## src/rtl/synchronous_fifo.sv

```systemverilog
// synchronous_fifo: single-clock circular-buffer FIFO with registered read
// data and full/empty flags decoded from an occupancy counter.
module synchronous_fifo #(
  parameter  int DATA_WIDTH = 8,
  parameter  int DEPTH      = 16,
  localparam int ADDR_WIDTH = $clog2(DEPTH)
) (
  input  logic                  clk,
  input  logic                  rst_n,      // active-high asynchronous reset
  input  logic [DATA_WIDTH-1:0] data_in,
  input  logic                  wr_en,
  input  logic                  rd_en,
  output logic [DATA_WIDTH-1:0] data_out,
  output logic                  full,
  output logic                  empty
);

  localparam logic [ADDR_WIDTH:0]   L_DEPTH   = (ADDR_WIDTH + 1)'(DEPTH);
  localparam logic [ADDR_WIDTH-1:0] L_PTR_ONE = ADDR_WIDTH'(1);
  localparam logic [ADDR_WIDTH:0]   L_CNT_ONE = (ADDR_WIDTH + 1)'(1);

  logic [DATA_WIDTH-1:0] r_mem [DEPTH];
  logic [ADDR_WIDTH-1:0] r_wr_ptr;
  logic [ADDR_WIDTH-1:0] r_rd_ptr;
  logic [ADDR_WIDTH:0]   r_count;
  logic [DATA_WIDTH-1:0] r_data_out;

  logic w_full;
  logic w_empty;
  logic w_wr_accept;
  logic w_rd_accept;

  // Flags decode straight from the counter; a write while full is refused
  // even when a read is accepted on the same edge.
  always_comb begin
    w_full      = (r_count == L_DEPTH);
    w_empty     = (r_count == '0);
    w_wr_accept = wr_en & ~w_full;
    w_rd_accept = rd_en & ~w_empty;
  end

  // Storage write; memory is deliberately left out of reset.
  always_ff @(posedge clk) begin
    if (w_wr_accept) begin
      r_mem[r_wr_ptr] <= data_in;
    end
  end

  // Pointers advance on accepted transfers and wrap naturally at DEPTH.
  always_ff @(posedge clk or posedge rst_n) begin
    if (rst_n) begin
      r_wr_ptr <= '0;
      r_rd_ptr <= '0;
    end else begin
      if (w_wr_accept) r_wr_ptr <= r_wr_ptr + L_PTR_ONE;
      if (w_rd_accept) r_rd_ptr <= r_rd_ptr + L_PTR_ONE;
    end
  end

  // Occupancy counter: unchanged when both sides transfer together.
  always_ff @(posedge clk or posedge rst_n) begin
    if (rst_n) begin
      r_count <= '0;
    end else begin
      case ({w_wr_accept, w_rd_accept})
        2'b10:   r_count <= r_count + L_CNT_ONE;
        2'b01:   r_count <= r_count - L_CNT_ONE;
        default: r_count <= r_count;
      endcase
    end
  end

  // Registered read data; holds its value when no read is accepted.
  always_ff @(posedge clk or posedge rst_n) begin
    if (rst_n) begin
      r_data_out <= '0;
    end else if (w_rd_accept) begin
      r_data_out <= r_mem[r_rd_ptr];
    end
  end

  assign data_out = r_data_out;
  assign full     = w_full;
  assign empty    = w_empty;

endmodule

```

## config.mk

```make
export PLATFORM = sky130hd
export DESIGN_NAME = synchronous_fifo
export DESIGN_NICKNAME = d
export VERILOG_FILES = /design/src/rtl/synchronous_fifo.sv
export SDC_FILE = /design/constraint.sdc
export NUM_CORES = 1
export LEC_CHECK = 0
export ABC_AREA = 1
export CAP_MARGIN = 20
export CORE_UTILIZATION = 60
export DETAILED_ROUTE_END_ITERATION = 12
export GPL_ROUTABILITY_DRIVEN = 0
export GPL_TIMING_DRIVEN = 0
export PLACE_DENSITY_LB_ADDON = 0.2
export SYNTH_ARGS = -nofsm -noshare
export SYNTH_HDL_FRONTEND = slang
export SYNTH_SLANG_ARGS = --single-unit
```

## constraint.sdc

```tcl
create_clock -name clk -period 3.95 [get_ports clk]
set_input_delay 0.79 -clock clk [delete_from_list [all_inputs] [get_ports clk]]
set_output_delay 0.79 -clock clk [all_outputs]
set_load 0.01 [all_outputs]
```

=== Yosys cells after proc, flatten, opt, wreduce, memory -nomap -nowiden ===
Memory sizes are Yosys's and may differ from the RTL's. A register that Yosys moved wholly into a read port is not among the register bits.
Index checks and enable logic that the tools add are counted.

* Memories: 1
* Bits in writable memories: 128
* Output and inout port bits: 10
* Register bits: 13

{| class="wikitable"
|+ Memory list
! name !! depth !! bits a word !! rd ports !! clocked after memory_dff !! wr ports !! RTL line !! source
|-
| r_mem || 16 || 8 || 1 || 1 || 1 || 22 || <nowiki>logic [DATA_WIDTH-1:0] r_mem [DEPTH];</nowiki>
|}

* $add $sub $neg: 4
* Multiplexer cells: 3
* Reduce and logical (&&, ||, !) cells: 2
* Eq/ne operators: 3
* Bitwise logic cells: 4

{| class="wikitable"
|+ Operator list
! cell !! count
|-
| $pmux W5 S2 || 1
|-
| $add A4 B1 Y4 const B || 2
|-
| $add A5 B1 Y5 const B || 1
|-
| $eq A5 B5 Y1 const B || 1
|-
| $logic_not A5 Y1 || 1
|-
| $sub A5 B1 Y5 const B || 1
|-
| $and A1 B1 Y1 || 2
|-
| $eq A2 B1 Y1 const B || 1
|-
| $eq A2 B2 Y1 const B || 1
|-
| $mux W1 || 2
|-
| $not A1 Y1 || 2
|-
| $reduce_bool A2 Y1 || 1
|}

=== Logic depth before layout (Yosys ltp) ===
* Word-level depth: 5
* Depth in mapped cells: 15

=== Least setup slack after synthesis ===
Ideal clock, no wire load.

* Path kind: register to register
* From: reg r_count[1]
* To: reg r_count[4]
* Buffers on the path: 1
* Setup slack: 1.615 ns
* Cell stages (with the launch flop): 15
* Data required time: 3.833 ns
* Arrival: 2.218 ns
* Setup time: 0.117 ns
* Cells stage by stage: dfrtp_1 nor4_2 nand2_1 nand2_1 buf_2 ha_1 inv_1 fa_1 inv_1 nand2_1 nand2_1 a21oi_1 xor2_1 nand2_1 nand2_1

* Longest elaborated chain between the ends: 5
* Elaborated cells between the ends (all ways): 12
* Classes of those cells: add/sub (2); eq/ne (3); mux (1); bitwise (4); reduce/logical (2)

{| class="wikitable"
|+ RTL lines
! element !! RTL line !! source
|-
| start: declaration || 25 || <nowiki>logic [ADDR_WIDTH:0] r_count;</nowiki>
|-
| start signal: assignment || 66 || <nowiki>2'b10: r_count <= r_count + L_CNT_ONE;</nowiki>
|-
| start signal: assignment || 67 || <nowiki>2'b01: r_count <= r_count - L_CNT_ONE;</nowiki>
|-
| start signal: assignment || 68 || <nowiki>default: r_count <= r_count;</nowiki>
|-
| $eq A5 B5 Y1 or $logic_not A5 Y1 (tied branches) || 36, 37 ||
|-
| $not A1 Y1 (on tied branches) || 38, 39 ||
|-
| $and A1 B1 Y1 (on tied branches) || 38, 39 ||
|-
| $eq A2 B1 Y1 or $eq A2 B2 Y1 (tied branches) || 65 || <nowiki>case ({w_wr_accept, w_rd_accept})</nowiki>
|-
| $pmux W5 S2 or $reduce_bool A2 Y1 (tied branches) || n/a ||
|}

Several ways; a longest one is shown, not always the timed one.
A chain may end at the register's enable or synchronous reset.

=== Worst setup path in the final report ===
* From: reg r_count[1]
* To: out empty

* Longest elaborated chain between the ends: 1

{| class="wikitable"
|+ RTL lines
! element !! RTL line !! source
|-
| $logic_not A5 Y1 || 37 || <nowiki>w_empty = (r_count == '0);</nowiki>
|-
| end: declaration || 15 || <nowiki>output logic empty</nowiki>
|}

Every way passes these cells.

==> summary.md <==
| Metric | Value |
|---|---|
| Number of core rows | `38` |
| DP HPWL | `10100 µm` |
| CTS Sinks | `149` |
| Worst Hold Endpoint | `data_out[2]` |
| Setup WS pre-CTS | `0.959 ns` |
| CP top delay family | `buffers and inverters` |
| Synth cell types | `24` |
| CORE AREA | `10800 µm²` |
| Synth Area in XOR/XNOR | `0.00916` |
| R2R depth | `14` |
| FF+latch count, synth | `149` |
| Largest family of logic cells by synthesized area | `simple AND/OR/NAND/NOR gates` |
| Slew headroom | `0.295` |
| Routed met2 length | `6910 µm` |
| Synth Cell Area | `6690 µm²` |
| Async S/R FF share, synth | `0.141` |
| Simple-gate share of the synthesized area | `0.219` |
| Post-synthesis adder-cell area fraction | `0.0198` |
| Period minus WS final | `2.90 ns` |
| Worst skew pair latency | `0.54 ns` |
| Num CTS Buffers | `17` |
| Mean area per synthesized cell | `9.94 µm²` |
| Fill cells | `759` |
| CP max FO | `4` |
| Mux cell area share after synthesis | `0` |
| Starting Density | `0.617` |
| Peak VDD IR | `357 µV` |
| Post-CTS Setup Repair Bufs | `0` |
| Worst reg2reg setup slack | `1.15 ns` |
| First-pass GRT wire length | `23300 µm` |
| Remaining global-route overflow | `0` |
| Tcrit/Tclk final | `0.735` |
| Top sig layer | `met4` |
| Post-Layout Cell Count | `880` |
| Slowest Stage Delay on Critical Path | `0.53 ns` |
| TNS Setup | `0 ns` |
| Pre-antenna DRT Iters | `6` |
| Synth-to-layout area growth | `15.9%` |
| Wire per inst | `17.0 µm` |
| Die span in x | `108 µm` |
| Number of gates resized after CTS | `0` |
| Hold buffers post-CTS | `0` |
| Final setup viols | `0` |
| Hold slack | `0.480 ns` |
| Die H | `108 µm` |
| Post-layout worst setup margin | `1.05 ns` |
| Status | `finished clean` |
| Via count | `4758` |
| Unrepaired setup endpoints after global routing | `no` |
| Post-synthesis sequential area ratio | `0.653` |
| CP bufs+invs | `2` |
| Clock slew at reported path FFs | `0.06 ns` |
| Antenna violations before repair | `0` |
| Slowest-stage cell, CP | `clkdlybuf4s50_1` |
| Post-route DRC | `0` |
| Crit-path cells | `nor4_2 -> nand2_1 -> inv_1 -> clkdlybuf4s50_1` |
| WP data arrival | `2.11 ns` |
| Number of max-cap violations | `0` |
| Post-synth EDFFs | `128` |
| Share of cells above drive strength 1 | `0.0932` |
| Synth warn | `0` |
| Worst setup EP type | `primary output` |
| Nets | `749` |
| Placed cells | `840` |
| Final hold viol count | `0` |
| Peak Freq | `344 MHz` |
| R2R Path Start | `r_count[1]` |
| Hold crit path type | `reg -> reg` |
| Setup CP Type | `reg -> out` |
| 1st-iter DRT viols | `531` |
| Overall routing resource usage | `0.284` |
| Met1 WL | `6110 µm` |
| Worst slew pin tran | `1.05 ns` |
| WL final | `15000 µm` |
| Worst Hold Launch | `data_out[2]` |
| Reg-to-Reg End | `r_count[4]` |
| Max-slew violations | `0` |
| Req. time, crit path | `3.16 ns` |
| H-tree depth | `4` |
| Prevailing post-synth register cell | `edfxtp_1` |
| Met3 wire length | `1370 µm` |
| Largest net degree at the start of global routing | `22` |
| Leakage power | `3.49 nW` |
| Worst setup SP type | `register` |
| Power per cell area | `706 nW/µm²` |
| Vias in the first global route | `4444` |
| Worst Clk Skew | `0.00921 ns` |
| CTS tree | `done` |
| Via density | `5.41` |
| Total chip power | `0.00548 W` |
| Post-synthesis compound-gate area fraction | `0.00580` |
| Clock root cell | `clkbuf_8` |
| Io pins | `22` |
| Clock buffer depth | `2` |
| Hold depth | `2` |
| Die area | `11600 µm²` |
| Port bufs | `21` |
| Cells after Synth | `673` |
| Number of diodes | `0` |
| Antenna Nets Post-Route | `0` |
| Syn nets | `695` |
metrics by stage:
stage,utilization,instance area [µm²]
2_1_floorplan,-,6690
3_3_place_gp,0.653,7080
3_5_place_dp,0.656,7110
4_1_cts,0.710,7700
5_1_grt,0.715,7750
6_report,0.715,7750
cell usage after synthesis, types with 2 or more instances:
master	count	area share
xnor2_1	4	0.0052
clkbuf_1	2	0.0011
nor2_1	2	0.0011
o21ai_0	3	0.0022
nand3_1	99	0.074
buf_2	16	0.012
xor2_1	3	0.0039
a21oi_1	2	0.0015
ha_1	9	0.017
edfxtp_1	128	0.57
inv_1	120	0.067
nor3_1	16	0.012
buf_1	2	0.0011
dfrtp_1	21	0.079
nand2_1	230	0.13
buf_4	8	0.0090
kinds of logic (layout without fill, tap and decap cells):
kind of cell             Yosys count  in the layout
buffers and inverters            151            218
AO/OA/AOI/OAI                      7              7
adder cells (fa/ha/maj)           10             10
flip-flops                       149            149
XOR/XNOR                           7              7
AND/OR/NAND/NOR                  349            349
cell usage in the layout (no fill, tap or decap), drive strengths merged:
cell type / instances
clkbuf: 32
nand3: 99
o21bai: 1
nor2: 2
inv: 121
a31oi: 1
clkinvlp: 3
edfxtp: 128
a21oi: 2
nor3: 16
clkdlybuf4s50: 21
buf: 35
xnor2: 4
nor4: 1
clkinv: 3
nand2: 231
ha: 9
o21ai: 3
xor2: 3
bufinv: 3
dfrtp: 21
fa: 1
per-layer routing:
layer	up-vias	GRT usage
met1	2182	0.382
li1	2263	-
met3	47	0.0805
met2	266	0.427
met4	0	0.134
met5	-	0
report_power, final:
group	internal [W]	leakage, nW	switching (W)	total (W)
Clock	0.000996	0.276	0.000599	0.00160
Combinational	0.000616	1.80	0.00123	0.00184
Sequential	0.00192	1.41	0.000115	0.00204
Total	0.00354	3.49	0.00194	0.00548
flip-flops by register name, summed over array words and instances (netlist names):
name      cells
data_out      8
r_count       5
r_mem       128
r_rd_ptr      4
r_wr_ptr      4
cell type report:
class	instances	area, µm²	area share
well taps	140	175	0.0226
clock buffers	24	460	0.0594
multi-input cells	373	1700	0.219
flip-flops and latches	149	4370	0.563
repair buffers	35	300	0.0387
plain buffers	29	166	0.0215
inverters	122	458	0.0591
clock inverters	8	126	0.0163
how the worst max path moves through the flow:
| stage | start | endpoint | cells past startpoint |
|---|---|---|---|
| 2_1_floorplan | r_count[1] | r_count[4] | 14 |
| 3_3_place_gp | wr_en | r_mem[15][5] | 4 |
| 3_5_place_dp | rd_en | r_count[4] | 14 |
| 4_1_cts | r_count[1] | empty | 4 |
| 5_1_grt | r_count[1] | full | 4 |
| 6_report | r_count[1] | empty | 4 |
worst register-to-register path, delay by kind of cell, from the launching register on:
kind	cells	cell delay [ns]
simple gates	7	0.94
fa+ha+maj	2	0.72
flops	1	0.42
buf+inv	3	0.41
xor+xnor	1	0.14
compound gates	1	0.06
Note: power is estimated with default switching activity, not from simulation.
